==> src/rtl/uart_pkg.sv <==
// Shared definitions for the UART transmit path: FSM state encoding,
// frame shape constants and the default bit period.
package uart_pkg;

    typedef enum logic [1:0] {
        ST_IDLE  = 2'd0,
        ST_START = 2'd1,
        ST_DATA  = 2'd2,
        ST_STOP  = 2'd3
    } tx_state_t;

    localparam int DATA_BITS            = 8;
    localparam int STOP_BITS            = 1;
    localparam int DEFAULT_CLKS_PER_BIT = 5208;

endpackage

==> src/rtl/uart_tx_fifo.sv <==
// Synchronous circular-buffer FIFO; a count register separates full from empty
// so the pointers can wrap naturally.
module uart_tx_fifo #(
    parameter int DEPTH = 16,
    parameter int WIDTH = 8
) (
    input  logic                     clk,
    input  logic                     rst,
    input  logic                     push,
    input  logic [WIDTH-1:0]         push_data,
    input  logic                     pop,
    output logic [WIDTH-1:0]         pop_data,
    output logic [$clog2(DEPTH):0]   count,
    output logic                     full,
    output logic                     empty
);

    localparam int               PTR_W      = $clog2(DEPTH);
    localparam logic [PTR_W:0]   FULL_COUNT = (PTR_W + 1)'(DEPTH);
    localparam logic [PTR_W:0]   CNT_ZERO   = (PTR_W + 1)'(0);
    localparam logic [PTR_W:0]   CNT_ONE    = (PTR_W + 1)'(1);
    localparam logic [PTR_W-1:0] PTR_ZERO   = PTR_W'(0);
    localparam logic [PTR_W-1:0] PTR_ONE    = PTR_W'(1);

    logic [WIDTH-1:0] mem_r [DEPTH];
    logic [PTR_W-1:0] wr_ptr_r;
    logic [PTR_W-1:0] rd_ptr_r;
    logic [PTR_W:0]   count_r;
    logic             push_ok_s;
    logic             pop_ok_s;

    // Qualify requests against the registered occupancy; a push while full is
    // refused even when a pop happens in the same cycle.
    always_comb begin
        push_ok_s = push && (count_r != FULL_COUNT);
        pop_ok_s  = pop  && (count_r != CNT_ZERO);
    end

    // Data storage, written at the tail.
    always_ff @(posedge clk) begin
        if (push_ok_s) begin
            mem_r[wr_ptr_r] <= push_data;
        end
    end

    // Pointer and occupancy tracking.
    always_ff @(posedge clk or posedge rst) begin
        if (rst) begin
            wr_ptr_r <= PTR_ZERO;
            rd_ptr_r <= PTR_ZERO;
            count_r  <= CNT_ZERO;
        end else begin
            if (push_ok_s) begin
                wr_ptr_r <= wr_ptr_r + PTR_ONE;
            end
            if (pop_ok_s) begin
                rd_ptr_r <= rd_ptr_r + PTR_ONE;
            end
            case ({push_ok_s, pop_ok_s})
                2'b10:   count_r <= count_r + CNT_ONE;
                2'b01:   count_r <= count_r - CNT_ONE;
                default: count_r <= count_r;
            endcase
        end
    end

    assign pop_data = mem_r[rd_ptr_r];
    assign count    = count_r;
    assign full     = (count_r == FULL_COUNT);
    assign empty    = (count_r == CNT_ZERO);

endmodule

==> src/rtl/uart_tx_buffered.sv <==
// Buffered 8N1 UART transmitter: bytes queue in a FIFO and are serialised
// LSB-first, back to back, with registered line outputs.
module uart_tx_buffered
    import uart_pkg::*;
#(
    parameter int CLKS_PER_BIT = DEFAULT_CLKS_PER_BIT,
    parameter int FIFO_DEPTH   = 16
) (
    input  logic                          i_Clock,
    input  logic                          i_Reset,
    input  logic                          i_Tx_DV,
    input  logic [DATA_BITS-1:0]          i_Tx_Byte,
    output logic                          o_Tx_Ready,
    output logic                          o_Overflow,
    output logic                          o_Tx_Serial,
    output logic                          o_Tx_Active,
    output logic                          o_Tx_Done,
    output logic [$clog2(FIFO_DEPTH):0]   o_Fifo_Count
);

    localparam int               CNT_W     = (CLKS_PER_BIT > 1) ? $clog2(CLKS_PER_BIT) : 1;
    localparam logic [CNT_W-1:0] LAST_CLK  = CNT_W'(CLKS_PER_BIT - 1);
    localparam logic [CNT_W-1:0] CNT_ZERO  = CNT_W'(0);
    localparam logic [CNT_W-1:0] CNT_ONE   = CNT_W'(1);
    localparam logic [2:0]       LAST_DATA = 3'(DATA_BITS - 1);
    localparam logic [2:0]       LAST_STOP = 3'(STOP_BITS - 1);

    tx_state_t              state_r;
    tx_state_t              state_s;
    logic [CNT_W-1:0]       clk_cnt_r;
    logic [CNT_W-1:0]       clk_cnt_s;
    logic [2:0]             bit_idx_r;
    logic [2:0]             bit_idx_s;
    logic [DATA_BITS-1:0]   shift_r;
    logic [DATA_BITS-1:0]   shift_s;
    logic                   serial_r;
    logic                   serial_s;
    logic                   active_r;
    logic                   active_s;
    logic                   done_r;
    logic                   done_s;
    logic                   overflow_r;
    logic                   overflow_s;

    logic                   pop_s;
    logic                   push_s;
    logic [DATA_BITS-1:0]   fifo_data_s;
    logic                   fifo_full_s;
    logic                   fifo_empty_s;

    uart_tx_fifo #(
        .DEPTH (FIFO_DEPTH),
        .WIDTH (DATA_BITS)
    ) u_fifo (
        .clk       (i_Clock),
        .rst       (i_Reset),
        .push      (push_s),
        .push_data (i_Tx_Byte),
        .pop       (pop_s),
        .pop_data  (fifo_data_s),
        .count     (o_Fifo_Count),
        .full      (fifo_full_s),
        .empty     (fifo_empty_s)
    );

    assign o_Tx_Ready = !fifo_full_s;
    assign push_s     = i_Tx_DV && !fifo_full_s;

    // Next-state logic; line outputs are derived from the next state so the
    // registered copies line up exactly with the state they describe.
    always_comb begin
        state_s   = state_r;
        clk_cnt_s = clk_cnt_r;
        bit_idx_s = bit_idx_r;
        shift_s   = shift_r;
        pop_s     = 1'b0;

        case (state_r)
            ST_IDLE: begin
                if (!fifo_empty_s) begin
                    pop_s     = 1'b1;
                    shift_s   = fifo_data_s;
                    clk_cnt_s = CNT_ZERO;
                    state_s   = ST_START;
                end else begin
                    state_s   = ST_IDLE;
                end
            end
            ST_START: begin
                if (clk_cnt_r == LAST_CLK) begin
                    clk_cnt_s = CNT_ZERO;
                    bit_idx_s = 3'd0;
                    state_s   = ST_DATA;
                end else begin
                    clk_cnt_s = clk_cnt_r + CNT_ONE;
                end
            end
            ST_DATA: begin
                if (clk_cnt_r == LAST_CLK) begin
                    clk_cnt_s = CNT_ZERO;
                    if (bit_idx_r == LAST_DATA) begin
                        bit_idx_s = 3'd0;
                        state_s   = ST_STOP;
                    end else begin
                        bit_idx_s = bit_idx_r + 3'd1;
                    end
                end else begin
                    clk_cnt_s = clk_cnt_r + CNT_ONE;
                end
            end
            ST_STOP: begin
                if (clk_cnt_r == LAST_CLK) begin
                    clk_cnt_s = CNT_ZERO;
                    if (bit_idx_r == LAST_STOP) begin
                        bit_idx_s = 3'd0;
                        // Chain straight into the next frame when data is waiting.
                        if (!fifo_empty_s) begin
                            pop_s   = 1'b1;
                            shift_s = fifo_data_s;
                            state_s = ST_START;
                        end else begin
                            state_s = ST_IDLE;
                        end
                    end else begin
                        bit_idx_s = bit_idx_r + 3'd1;
                    end
                end else begin
                    clk_cnt_s = clk_cnt_r + CNT_ONE;
                end
            end
            default: begin
                state_s   = ST_IDLE;
                clk_cnt_s = CNT_ZERO;
                bit_idx_s = 3'd0;
            end
        endcase

        case (state_s)
            ST_IDLE:  serial_s = 1'b1;
            ST_START: serial_s = 1'b0;
            ST_DATA:  serial_s = shift_s[bit_idx_s];
            ST_STOP:  serial_s = 1'b1;
            default:  serial_s = 1'b1;
        endcase

        active_s   = (state_s != ST_IDLE);
        done_s     = (state_s == ST_STOP) && (clk_cnt_s == LAST_CLK) && (bit_idx_s == LAST_STOP);
        overflow_s = i_Tx_DV && fifo_full_s;
    end

    // State and output registers; reset forces the line idle at once.
    always_ff @(posedge i_Clock or posedge i_Reset) begin
        if (i_Reset) begin
            state_r    <= ST_IDLE;
            clk_cnt_r  <= CNT_ZERO;
            bit_idx_r  <= 3'd0;
            shift_r    <= {DATA_BITS{1'b0}};
            serial_r   <= 1'b1;
            active_r   <= 1'b0;
            done_r     <= 1'b0;
            overflow_r <= 1'b0;
        end else begin
            state_r    <= state_s;
            clk_cnt_r  <= clk_cnt_s;
            bit_idx_r  <= bit_idx_s;
            shift_r    <= shift_s;
            serial_r   <= serial_s;
            active_r   <= active_s;
            done_r     <= done_s;
            overflow_r <= overflow_s;
        end
    end

    assign o_Tx_Serial = serial_r;
    assign o_Tx_Active = active_r;
    assign o_Tx_Done   = done_r;
    assign o_Overflow  = overflow_r;

endmodule

==> config.mk <==
export PLATFORM = sky130hd
export DESIGN_NAME = uart_tx_buffered
export DESIGN_NICKNAME = d
export VERILOG_FILES = /design/src/rtl/uart_pkg.sv /design/src/rtl/uart_tx_fifo.sv /design/src/rtl/uart_tx_buffered.sv
export SDC_FILE = /design/constraint.sdc
export NUM_CORES = 1
export LEC_CHECK = 0
export ABC_AREA = 1
export BUFFER_PORTS_ARGS = -buffer_cell sky130_fd_sc_hd__buf_2
export CORE_ASPECT_RATIO = 0.6
export CORE_MARGIN = 2
export CORE_UTILIZATION = 65
export CTS_BUF_LIST = sky130_fd_sc_hd__clkbuf_8
export DETAILED_ROUTE_END_ITERATION = 10
export PLACE_DENSITY = 0.81
export SLEW_MARGIN = 20
export SYNTH_ARGS = -nofsm -noshare
export SYNTH_HDL_FRONTEND = slang
export SYNTH_HIERARCHICAL = 1
export SYNTH_SLANG_ARGS = --single-unit
==> constraint.sdc <==
create_clock -name i_Clock -period 3.46 [get_ports i_Clock]
set_clock_uncertainty 0.2 [all_clocks]
set_input_delay 0.173 -clock i_Clock [delete_from_list [all_inputs] [get_ports i_Clock]]
set_output_delay 0.173 -clock i_Clock [all_outputs]
set_load 0.005 [all_outputs]
## Yosys cells after proc, flatten, opt, wreduce, memory -nomap -nowiden

Memory sizes are Yosys's and may differ from the RTL's.
Cells that the tools add are included.

- Register bits: 43
- Latch bits: 0
- Bits in writable memories: 128
- ROM bits: 0
- Bits of input ports: 11
- Output and inout port bits: 10
- Word-level logic and storage cells: 79
- Memories kept: 1

- Add/subtract/negate cells: 6
- $mul: 0
- Divide/modulo/power cells: 0
- Order comparisons: 1
- Equal/unequal tests: 13
- Shift-type cells: 0
- Mux-type cells: 30
- Bitwise operators: 0
- Reductions and logical operators: 17

Memories:

| name | depth | width | read ports | clocked after Yosys merged registers in | wr ports | line | RTL |
|---|---|---|---|---|---|---|---|
| u_fifo.mem_r | 16 | 8 | 1 | 0 | 1 | uart_tx_fifo.sv:25 | `logic [WIDTH-1:0] mem_r [DEPTH];` |

Operators by type and width:

| kind | number |
|---|---|
| $eq 13x13->1 const B | 2 |
| $mux 13 | 2 |
| $pmux 13 s2 | 1 |
| $mux 8 | 3 |
| $pmux 8 s2 | 1 |
| $mux 3 | 5 |
| $add 13x1->13 const B | 1 |
| $eq 2x2->1 const B | 5 |
| $mux 2 | 5 |
| $pmux 5 s2 | 1 |
| $pmux 3 s3 | 1 |
| $add 4x1->4 const B | 2 |
| $pmux 2 s4 | 1 |
| $mux 1 | 7 |
| $eq 2x1->1 const B | 3 |
| $logic_and 1x1->1 | 6 |
| $logic_not 3->1 | 2 |
| $add 5x1->5 const B | 1 |
| $eq 5x5->1 const B | 1 |
| $logic_not 5->1 | 1 |
| $ne 5x5->1 const B | 1 |
| $reduce_bool 5->1 | 1 |
| $sub 5x1->5 const B | 1 |
| $logic_not 2->1 | 2 |
| other kinds (10) | 11 |

## Longest topological paths before layout

Gate-level depths: netlist (run 1).

- Depth after elaboration: 8
- Depth in mapped cells: 22
- Mapped depth without buffers: 22

## Hierarchy

The synthesis (run 1) kept the hierarchy.

By module, submodules not included:

| module | times used | cells each | area an instance (sq um) | seq. area each (sq um) |
|---|---|---|---|---|
| uart_tx_fifo | 1 | 623 | 6231.0 | 4169.0 |
| uart_tx_buffered | 1 | 279 | 2053.2 | 752.0 |

## Worst setup path after synthesis (run 1)

Ideal clock, no wire load.

- Path type: reg2reg
- From: register clk_cnt_r[0]
- To: register u_fifo.count_r[4], in the netlist u_fifo/count[4]
- Library setup time: 0.116 ns
- Arrival: 2.527 ns
- Required time: 3.144 ns
- Setup slack: 0.617 ns
- Stages on the path, launching flop included: 23
- Buffers on the path: 0
- Period minus slack after synthesis: 2.843 ns
- Path through: dfrtp_1 ha_1 nand2_2 inv_2 nand2_2 nor2_4 nand4_2 nand2_2 nand2_1 nor2_1 nand2_1 inv_1 ha_1 inv_1 fa_1 inv_1 nand2_1 nand2_1 nand2_1 nand2_1 nand2_1 nand2_1 nand2_1

- Longest elaborated chain between the ends: 6
- Elaborated cells on any way between the ends: 8
- Those cells by class: eq/ne (3); mux (3); reduce/logical (2)

RTL lines:

| what | line | RTL |
|---|---|---|
| start, declared | uart_tx_buffered.sv:30 | `logic [CNT_W-1:0] clk_cnt_r;` |
| start signal, assigned | uart_tx_buffered.sv:164 | `clk_cnt_r <= clk_cnt_s;` |
| $eq 13x13->1 (*) | uart_tx_buffered.sv:112 | `if (clk_cnt_r == LAST_CLK) begin` |
| $mux 1 (*) | uart_tx_buffered.sv:112 |  |
| $pmux 1 s2 (*) | uart_tx_buffered.sv:78 | `case (state_r)` |
| via pop_s | uart_tx_buffered.sv:45 | `logic pop_s;` |
| $logic_and 1x1->1 (*) | uart_tx_fifo.sv:36 | `pop_ok_s = pop && (count_r != CNT_ZERO);` |
| via u_fifo.pop_ok_s | uart_tx_fifo.sv:30 | `logic pop_ok_s;` |
| $eq 2x1->1 or $eq 2x2->1 (tied branches) | uart_tx_fifo.sv:59 | `case ({push_ok_s, pop_ok_s})` |
| $pmux 5 s2 or $reduce_bool 2->1 (tied branches) | - |  |
| end signal, assigned | uart_tx_fifo.sv:60 | `2'b10: count_r <= count_r + CNT_ONE;` |
| end signal, assigned | uart_tx_fifo.sv:61 | `2'b01: count_r <= count_r - CNT_ONE;` |
| end signal, assigned | uart_tx_fifo.sv:62 | `default: count_r <= count_r;` |
| end, declared | uart_tx_fifo.sv:28 | `logic [PTR_W:0] count_r;` |

Mark *: on every way through the listed nets, which the timed path passes. The rest lies on a longest branch.
A chain may end at the register's enable or synchronous reset.

## Final worst setup path (run 1)

Ends and elaborated chain as after synthesis.

==> metrics.yaml, run 1 <==
worst_setup_path:
  crit_path_end_kind: "flip-flop"
  start_kind: "flip-flop"
  crit_required_ns: 3.62
  worstPathMaxFanout: 9
  path_class: "reg2reg"
  crit_start: "clk_cnt_r[0]"
  reg2reg_depth: 22
  crit_path_end: "u_fifo/count[4]"
  rrSetupSlack_ns: 0.26
  arrival_ns: 3.35
  r2r_start: "clk_cnt_r[0]"
  worstReg2RegEnd: "u_fifo/count[4]"
floorplanning:
  rows: 31
  die_w_um: 150
  die-area_um2: 13700
  die_h_um: 91.4
  core_area_um2: 12300
  start_util_pct: 67.6
  io_pins: 21
drt:
  vias: 6266
  routed_via_density: 5.64
  postRouteAntennaNets: 0
  drt_iter0_drc: 816
  wl_per_cell_um: 17.2
  drt_wl_total_um: 19100
  dr.pass1.iters: 5
  drc: 0
clocking:
  clock_latency_ns: 0.46
  htree_levels: 4
  numCtsBuffers: 17
  root_buffer: "clkbuf_8"
  clock_path_buffers: 2
  cts.sink_count: 171
  clk_pin_slew_worst_paths_ns: 0.09
  cts_tree: "yes"
pwr:
  p_per_area_nw_per_um2: 506
  p_leak_uw: 0.00407
  ir_worst_vdd_mv: 0.427
timing:
  hold_violations: 0
  finalSetupTns_ns: 0
  slew_viol_final: 0
  slew_headroom_pct: 44.6
  min_period_over_period_pct: 92.4
  post-route-min-period_ns: 3.20
  worst_pin_slew_ns: 0.827
  final.setup.worst_slack_ns: 0.265
  finalSetupViolations: 0
  fmax_mhz: 313
logic_synthesis:
  synth_edf_count: 128
  ys_ff_latch: 171
  ys_top_cells_by_count: "nand2_1, edfxtp_1, inv_1"
  synthFlopType: "edfxtp_1"
  synthTopCellsByArea: "edfxtp_1, nand2_1, dfrtp_1"
  syn_nets: 936
  synthCells: 902
  synth_area_leader_cell: "edfxtp_1"
  ys_seq_area_share_pct: 59.4
  yosysMostFrequentCell: "nand2_1"
  yosysTopAreaCellShare_pct: 46.4
  syn_area_per_cell_um2: 9.18
  yosysUniqueCellTypes: 42
  synthArstFlopShare_pct: 25.1
  yosys_warnings: 6
  syn-cell-area_um2: 8280
job:
  maxCapViolCount: 0
global_route:
  grt_pass1_wl_um: 31100
  grt_pass1_vias: 6049
  grt_usage_pct: 30.1
  grt_max_degree: 82
  grt_antenna_before_repair: 0
  grt_overflow: 0
cells_and_area:
  num_antenna_cells: 0
  post-route-util_pct: 73.7
  nNetsFinal: 967
  num-fill-cells: 854
  drive_above_1_share_pct: 10.9
  instances_no_fill: 1111
  area.growth.synth_to_final_pct: 9.06
placed_design:
  pre_cts_ws_ns: 0.256
  dpl.hpwl_um: 12800
  routabilityCongestion: 0.935
  port_buffers: 20
  place_inst: 1069
status:
  outcome: "finished, final reports clean"
worst_hold_path:
  hp-class: "in2async"
## per-layer routing
| layer | global-route usage, % | wire length, um | up-vias |
|---|---|---|---|
| li1 | - | - | 2941 |
| met1 | 46.5 | 8380 | 2935 |
| met2 | 43.2 | 8350 | 362 |
| met3 | 6.68 | 2110 | 28 |
| met4 | 8.02 | 260 | 0 |
| met5 | 0 | 0 | - |
## worst min-delay path by stage
stage,end,slack (ns),depth (start not counted)
after floorplan,u_fifo/count[0],-0.15,1
after global placement,u_fifo/count[3],0.04,2
after detailed placement,u_fifo/count[3],0.05,2
after CTS,u_fifo/count[3],0.13,3
after global routing,u_fifo/count[3],0.15,3
final,u_fifo/count[4],0.13,3
## through the flow
step | cell area [um^2] | power (uW) | hold slack, ns
after floorplan | 8280 | 2920 | -0.150
after global placement | 8530 | 3120 | 0.0382
after detailed placement | 8530 | 3150 | 0.0518
after CTS | 9020 | 4560 | 0.128
after global routing | 9030 | 4760 | 0.146
final | 9030 | 4570 | 0.128
## worst max-delay path: stages (launching register included)
cell and delay (ns):
dfrtp_1 0.40, ha_1 0.20, nand2_2 0.07, inv_2 0.08
nand2_2 0.06, nor2_4 0.18, nand4_2 0.15, nand2_4 0.15
nand2_1 0.08, nor2_1 0.09, nand2_1 0.15, inv_1 0.15
ha_2 0.24, inv_1 0.07, fa_1 0.35, inv_1 0.08
nand2_1 0.07, nand2_1 0.08, nand2_1 0.05, nand2_1 0.05
nand2_1 0.04, nand2_1 0.05, nand2_1 0.04
## area by class of cell
| cell class | instances | area (um^2) | area share [%] |
|---|---|---|---|
| clock buffers | 17 | 234 | 2.59 |
| flip-flops and latches | 171 | 4920 | 54.5 |
| multi-input cells | 590 | 2810 | 31.1 |
| well taps | 165 | 206 | 2.29 |
| clock inverters | 15 | 160 | 1.77 |
| inverters | 119 | 450 | 4.99 |
| repair buffers | 34 | 255 | 2.83 |
## state kept, by name (all words and copies together), names as in the netlist
name	cells
u_fifo/count	5
o_Overflow	1
shift_r	8
clk_cnt_r	13
u_fifo/mem_r	128
o_Tx_Active	1
u_fifo/rd_ptr_r	4
bit_idx_r	3
state_r	2
u_fifo/wr_ptr_r	4
o_Tx_Done	1
o_Tx_Serial	1
## where the power goes
part | switching, uW | internal [uW]
clock network | 773 | 653
registers | 93.5 | 2400
logic | 460 | 189
total | 1330 | 3240
## cells by family (layout without fill, tap and decap cells)
kind of cell             after synthesis  count (layout)  synth area share, %
AND/OR/NAND/NOR                      526             526                 26.9
flip-flops                           171             171                 59.4
buffers and inverters                141             185                 6.84
AO/OA/AOI/OAI                         33              33                 2.42
adder cells (fa/ha/maj)               23              23                 3.56
XOR/XNOR                               8               8                0.846
## cell usage in the layout, fill, tap and decap left out, types with 2 or more instances in the layout
cell type,synthesis,layout
nor2_1,83,82
clkinvlp_4,0,3
buf_2,15,20
nor2_4,5,5
dfrtp_1,42,41
ha_1,22,21
a21oi_1,2,2
clkbuf_8,0,17
nor2_2,3,4
nor3_1,4,4
buf_12,0,2
dlygate4sd3_1,0,10
inv_1,104,103
clkinv_1,3,4
nand4_1,4,4
nand3_1,85,85
o21ai_0,18,18
o21ai_1,4,4
nand2_4,2,3
inv_2,10,11
o22ai_1,3,3
buf_4,2,2
bufinv_16,0,2
nand2_2,11,10
xnor2_1,3,3
clkinv_2,1,3
nand3_2,3,3
inv_6,0,5
nand2_1,321,321
edfxtp_1,128,128
xor2_1,5,5
## repair_timing
item                                    CTS  global route
resized for setup                         0             3
hold endpoints to repair                171             0
endpoints found under the setup margin    0             1
buffers inserted                          0             0
hold buffers                             10             0
Power figures use the tool's default switching activity.
==> inputs of run 2 (changes only) <==
CORE_UTILIZATION = 60   (was 65)
PLACE_DENSITY = 0.76   (was 0.81)
==> run 2 against run 1 <==
Hold slack got worse by 0.019 ns. Sequential power about the same. Via count is 3.6% lower. Critical path type unchanged. Critical endpoint unchanged. Cell count increased by 2.2%. Register-to-register slack gained 0.12 ns. Sequential cell count stayed put. Non-clock buffer count up 14. Power up 1.9%. Largest cell class unchanged. Utilization decreased by 6.3 points. First-iteration DRC count is 24% lower. Die area rose by 8.0%.
==> metrics.yaml, run 2 (synthesis results as in run 1) <==
timing:
  worst_pin_slew_ns: 0.928  # +0.101 ns
  min_period_over_period_pct: 88.8  # -3.5 points
  finalSetupTns_ns: 0  # unchanged
  slew_headroom_pct: 38.0  # -6.6 points
  rsz0062_at_grt: "false"
  timing.hold.ws_ns: 0.108  # -0.0194 ns
  slew_viol_final: 0  # unchanged
  fmax_mhz: 325  # +3.9%
  post-route-min-period_ns: 3.07  # -0.121 ns
  hold_violations: 0  # unchanged
  finalSetupViolations: 0  # unchanged
global_route:
  grt_max_degree: 82  # unchanged
  grt_pass1_wl_um: 28300  # -8.7%
  grt_antenna_before_repair: 0  # unchanged
  grt_pass1_vias: 5363  # -11%
  grt_overflow: 0  # unchanged
  grt_usage_pct: 25.9  # -4.2 points
worst_setup_path:
  crit_slowest_cell: "dfrtp_1"
  crit_required_ns: 3.62  # about the same
  path_buf_inv: 4  # unchanged
  crit_path_cell_trace: "ha_1 -> nand2_2 -> inv_2 -> nand2_2 -> nor2_4 -> nand4_2 -> nand2_2 -> nand2_1 -> nor2_1 -> nand2_1 -> inv_1 -> ha_2 -> inv_1 -> fa_1 -> inv_1 -> nand2_1 -> nand2_1 -> nand2_1 -> nand2_1 -> nand2_1 -> nand2_1 -> nand2_1"
  path_class: "reg2reg"
  worstPathMaxFanout: 6  # -3
  r2r_start: "clk_cnt_r[0]"
  rrSetupSlack_ns: 0.39  # +0.12 ns
  cpMostUsedCell: "nand2_1"
  critPathTopFamily: "simple AND/OR/NAND/NOR gates"
  arrival_ns: 3.24  # -0.11 ns
  worstReg2RegEnd: "u_fifo/count[4]"
  crit_path_end_kind: "flip-flop"
  start_kind: "flip-flop"
  critPathMaxStageDelay_ns: 0.41  # about the same
  reg2reg_depth: 22  # unchanged
floorplanning:
  core_area_um2: 13600  # +11%
  die_w_um: 156  # +4.0%
  start_util_pct: 61.0  # -6.6 points
  die_h_um: 95.0  # +3.9%
  die-area_um2: 14800  # +8.0%
  io_pins: 21  # unchanged
  rows: 33  # +6.5%
cells_and_area:
  design_area_um2: 9160  # +1.4%
  instances_no_fill: 1135  # +2.2%
  largest_register_ff_count: 128  # unchanged
  top_regs: "u_fifo/mem_r x128, clk_cnt_r x13, shift_r x8"
  final_cell_mix: "nand2_1, edfxtp_1, inv_1, nand3_1, nor2_1"
  num_antenna_cells: 0  # unchanged
  nNetsFinal: 981  # +1.4%
  final_common_cell: "nand2_1"
  area.growth.synth_to_final_pct: 10.6
  drive_above_1_share_pct: 12.0  # +1.1 points
  top_register: "u_fifo/mem_r"
placed_design:
  place_area_um2: 8620  # +1.1%
  place_inst: 1091  # +2.1%
  port_buffers: 20  # unchanged
  routabilityCongestion: 0.921  # -1.4%
  dpl.hpwl_um: 12000  # -5.9%
drt:
  dr.pass1.iters: 6  # +1
  drt_wl_total_um: 18300  # -4.0%
  postRouteAntennaNets: 0  # unchanged
  drc: 0  # unchanged
  wl_per_cell_um: 16.2  # -6.0%
  drt_iter0_drc: 618  # -24%
  routed_via_density: 5.32  # -5.7%
  vias: 6039  # -3.6%
pwr:
  total_power_uw: 4660  # +1.9%
  ir_worst_vdd_mv: 0.338  # -21%
  p_leak_uw: 0.00416  # +2.1%
  p_per_area_nw_per_um2: 508  # +0.55%
clocking:
  cts_tree: "yes"
  htree_levels: 4  # unchanged
  numCtsBuffers: 17  # unchanged
  clock_latency_ns: 0.46  # about the same
  clock_path_buffers: 2  # unchanged
  cts.sink_count: 171  # unchanged
  clk_pin_slew_worst_paths_ns: 0.10  # about the same
  root_buffer: "clkbuf_8"
job:
  maxCapViolCount: 0  # unchanged
worst_hold_path:
  hp-class: "in2async"
status:
  outcome: "finished, final reports clean"
-- run 2: changes by cell type in the layout (fill, tap and decap cells not counted), sizes merged --
cell,previous run,this run
buf,24,38
clkinv,8,10
clkinvlp,3,1
bufinv,2,3
inv,121,120
-- run 2: report_power, final --
group,internal [uW],total [uW],switching (uW)
clock network,728,1500,768
registers,2400,2490,94.6
logic,205,668,463
total,3330,4660,1330
-- run 2: area by class of cell --
class | instances | area (um^2)
repair buffers | 48 | 348
flip-flops and latches | 171 | 4920
fillers | 1046 | 4420
clock buffers | 17 | 234
clock inverters | 15 | 188
well taps | 175 | 219
multi-input cells | 590 | 2800
inverters | 119 | 450
-- run 2: routing by layer --
| layer | vias up | wire length [um] | GRT usage [%] |
|---|---|---|---|
| li1 | 2974 | - | - |
| met1 | 2796 | 8840 | 40.8 |
| met2 | 253 | 7710 | 36.7 |
| met3 | 16 | 1620 | 5.50 |
| met4 | 0 | 157 | 6.73 |
| met5 | - | 0 | 0 |
-- run 2: what timing repair did --
action,CTS,global route
hold endpoints to repair,164,0
setup endpoints to repair,0,1
hold buffers,10,0
buffers inserted,0,2
gates resized for setup,0,1
-- run 2: worst min-delay path, delay by kind of cell --
kind	cells	cell delay [ns]
buf+inv	3	1.06
-- run 2: through the flow --
step                      setup slack [ns]  utilization [%]
after floorplan                      0.617                -
after global placement               0.421             63.5
after detailed placement             0.339             63.5
after CTS                            0.312             67.3
after global routing                0.0513             67.4
final                                0.386             67.4
-- run 2: how the worst max path moves through the flow --
stage	from	to	slack, ns	cells after the start
4_1_cts	clk_cnt_r[0]	u_fifo/count[4]	0.31	22
2_1_floorplan	clk_cnt_r[0]	u_fifo/count[4]	0.62	22
6_report	clk_cnt_r[0]	u_fifo/count[4]	0.39	22
3_5_place_dp	clk_cnt_r[0]	u_fifo/count[4]	0.34	22
3_3_place_gp	clk_cnt_r[0]	u_fifo/count[4]	0.42	22
5_1_grt	clk_cnt_r[0]	u_fifo/count[4]	0.05	22
==> inputs of run 3 (changes only) <==
RECOVER_POWER = 25   (was not set)
SYNTH_HIERARCHICAL = not set   (was 1)
==> run 3 against run 2 <==
Fmax is 1.8% higher. Largest power group unchanged. Sequential share of layout area rose by 4.0 points. First-iteration DRC count is 7.1% lower.
==> metrics.yaml, run 3 <==
floorplanning:
  core_area_um2: 12800  # -5.7%
  die-area_um2: 14100  # -4.9%
  die_h_um: 92.7  # -2.5%
  start_util_pct: 61.4  # +0.37 points
  rows: 32  # -3.0%
  die_w_um: 152  # -2.5%
  io_pins: 21  # unchanged
timing:
  final.setup.worst_slack_ns: 0.441  # +0.0549 ns
  slew_viol_final: 0  # unchanged
  min_period_over_period_pct: 87.3  # -1.6 points
  post-route-min-period_ns: 3.02  # -0.0549 ns
  fmax_mhz: 331  # +1.8%
  finalSetupTns_ns: 0  # unchanged
  hold_violations: 0  # unchanged
  rsz0062_at_grt: "false"
  worst_pin_slew_ns: 0.994  # +0.0660 ns
  slew_headroom_pct: 33.7  # -4.3 points
  finalSetupViolations: 0  # unchanged
worst_setup_path:
  rrSetupSlack_ns: 0.44  # +0.05 ns
  reg2reg_depth: 14  # -36%
  arrival_ns: 3.20  # -0.04 ns
  worstReg2RegEnd: "o_Tx_Done"
  r2r_start: "state_r[1]"
  start_kind: "flip-flop"
  worstPathMaxFanout: 11  # +5
  crit_required_ns: 3.64  # +0.02 ns
  crit_path_end_kind: "flip-flop"
  path_class: "reg2reg"
cells_and_area:
  top_regs: "u_fifo.mem_r x128, clk_cnt_r x13, shift_r x8"
  area.growth.synth_to_final_pct: 8.37
  largest_register_ff_count: 128  # unchanged
  nNetsFinal: 817  # -17%
  top_register: "u_fifo.mem_r"
  final_cell_mix: "edfxtp_1, nand2_1, nor2_1, nand3_1, o21ai_0"
  drive_above_1_share_pct: 11.8  # -0.18 points
  num_antenna_cells: 0  # unchanged
  final_common_cell: "edfxtp_1"
  num-fill-cells: 971  # -7.2%
status:
  outcome: "finished, final reports clean"
placed_design:
  pre_cts_ws_ns: 0.498  # +0.158 ns
  routabilityCongestion: 0.959  # +4.1%
  port_buffers: 20  # unchanged
  dpl.hpwl_um: 11900  # -0.92%
clocking:
  clock_latency_ns: 0.45  # about the same
  cts.sink_count: 171  # unchanged
  htree_levels: 4  # unchanged
  numCtsBuffers: 17  # unchanged
  clk_pin_slew_worst_paths_ns: 0.09  # about the same
  cts_tree: "yes"
  root_buffer: "clkbuf_8"
  clock_path_buffers: 2  # unchanged
pwr:
  p_sw_uw: 1170  # -12%
  p_leak_uw: 0.00342  # -18%
  p_sw_share_pct: 27.7  # -0.77 points
  ir_worst_vdd_mv: 0.311  # -8.1%
  power.internal_uw: 3050  # -8.5%
  p_per_area_nw_per_um2: 495  # -2.6%
  pwr-share-seq_pct: 59.4  # +5.9 points
  p_clk_share_pct: 29.1  # -3.0 points
  p_comb_share_pct: 11.4  # -2.9 points
logic_synthesis:
  yosysTopAreaCellShare_pct: 48.9  # +2.5 points
  yosysUniqueCellTypes: 40  # -4.8%
  syn_area_per_cell_um2: 10.5  # +14%
  synthFlopType: "edfxtp_1"
  ys_seq_area_share_pct: 62.6  # +3.2 points
  synthTopCellsByArea: "edfxtp_1, dfrtp_1, nand2_1"
  synthArstFlopShare_pct: 25.1  # unchanged
  syn-cell-area_um2: 7860  # -5.1%
  synthCells: 752  # -17%
  synth_edf_count: 128  # unchanged
  synth_area_leader_cell: "edfxtp_1"
  ys_top_cells_by_count: "edfxtp_1, nand2_1, nor2_1"
  yosys_warnings: 0  # -6
  ys_ff_latch: 171  # unchanged
  syn_nets: 785  # -16%
  yosysMostFrequentCell: "edfxtp_1"
global_route:
  grt_usage_pct: 27.1  # +1.1 points
  grt_pass1_wl_um: 27800  # -2.0%
  grt_antenna_before_repair: 0  # unchanged
  grt_pass1_vias: 5144  # -4.1%
  grt_overflow: 0  # unchanged
  grt_max_degree: 82  # unchanged
drt:
  drt_iter0_drc: 574  # -7.1%
  drt_wl_total_um: 17800  # -2.9%
  postRouteAntennaNets: 0  # unchanged
  wl_per_cell_um: 18.4  # +14%
  drc: 0  # unchanged
  vias: 5598  # -7.3%
  dr.pass1.iters: 5  # -1
  routed_via_density: 5.79  # +8.8%
job:
  maxCapViolCount: 0  # unchanged
worst_hold_path:
  hp-class: "in2async"
run 3: worst max path at each step:
stage,from,to,cells past startpoint
floorplan,bit_idx_r[0],u_fifo.count[4],15
global placement,bit_idx_r[0],u_fifo.count[4],14
detailed placement,bit_idx_r[1],u_fifo.count[4],14
CTS,bit_idx_r[1],u_fifo.count[4],14
global route,bit_idx_r[0],u_fifo.count[4],14
finish,state_r[1],o_Tx_Done,14
run 3: critical path, stage by stage (launching register included):
cell	delay (ns)
dfrtp_1	0.41
inv_1	0.13
ha_1	0.39
inv_1	0.15
buf_4	0.21
a21oi_1	0.23
a31oi_1	0.13
inv_1	0.17
ha_1	0.18
nand3_1	0.09
nor3_2	0.18
nand2_1	0.06
nor2_1	0.08
nand4_1	0.18
nor2_1	0.14
run 3: cell type report:
type | instances | area, um^2 | share of cell area (%)
sequential | 171 | 4920 | 57.8
multi-input combinational | 481 | 2500 | 29.3
timing repair buffer | 41 | 275 | 3.23
inverter | 72 | 275 | 3.23
clock buffer | 17 | 234 | 2.75
tap | 170 | 213 | 2.50
clock inverter | 15 | 100 | 1.17
run 3: repair_timing:
item | CTS | global route
gates resized for setup | 0 | 0
hold buffers | 10 | 0
endpoints found under the hold margin | 172 | 0
buffers inserted | 0 | 0
run 3: metrics by stage:
stage	hold slack, ns	util [%]	instances	cell area [um^2]	total power (uW)
2_1_floorplan	0.0719	-	752	7860	2820
3_3_place_gp	0.198	63.2	925	8090	2980
3_5_place_dp	0.200	63.2	925	8090	3020
4_1_cts	0.261	66.6	967	8530	4230
5_1_grt	0.291	66.5	967	8520	4400
6_report	0.252	66.5	967	8520	4220
run 3: kinds of logic after synthesis:
kind of cell    after synthesis  share of synthesized area [%]
compound gates              113                           8.21
xor+xnor                     12                           1.34
fa+ha+maj                    22                           3.60
buf+inv                     100                           5.60
flops                       171                           62.6
simple gates                334                           18.7
run 3: power by group through the flow:
stage          Sequential (uW)  Clock, uW  Combinational [uW]
5_1_grt                   2530       1320                 545
3_3_place_gp              2540          0                 448
3_5_place_dp              2550          0                 469
6_report                  2510       1230                 482
4_1_cts                   2500       1250                 478
2_1_floorplan             2530          0                 296
run 3: metal layers:
metal,global-route usage [%],vias up,wire length (um)
met3,6.50,22,2070
met4,6.48,0,187
li1,-,2612,-
met5,0,-,0
met1,44.2,2642,8200
met2,36.3,322,7350
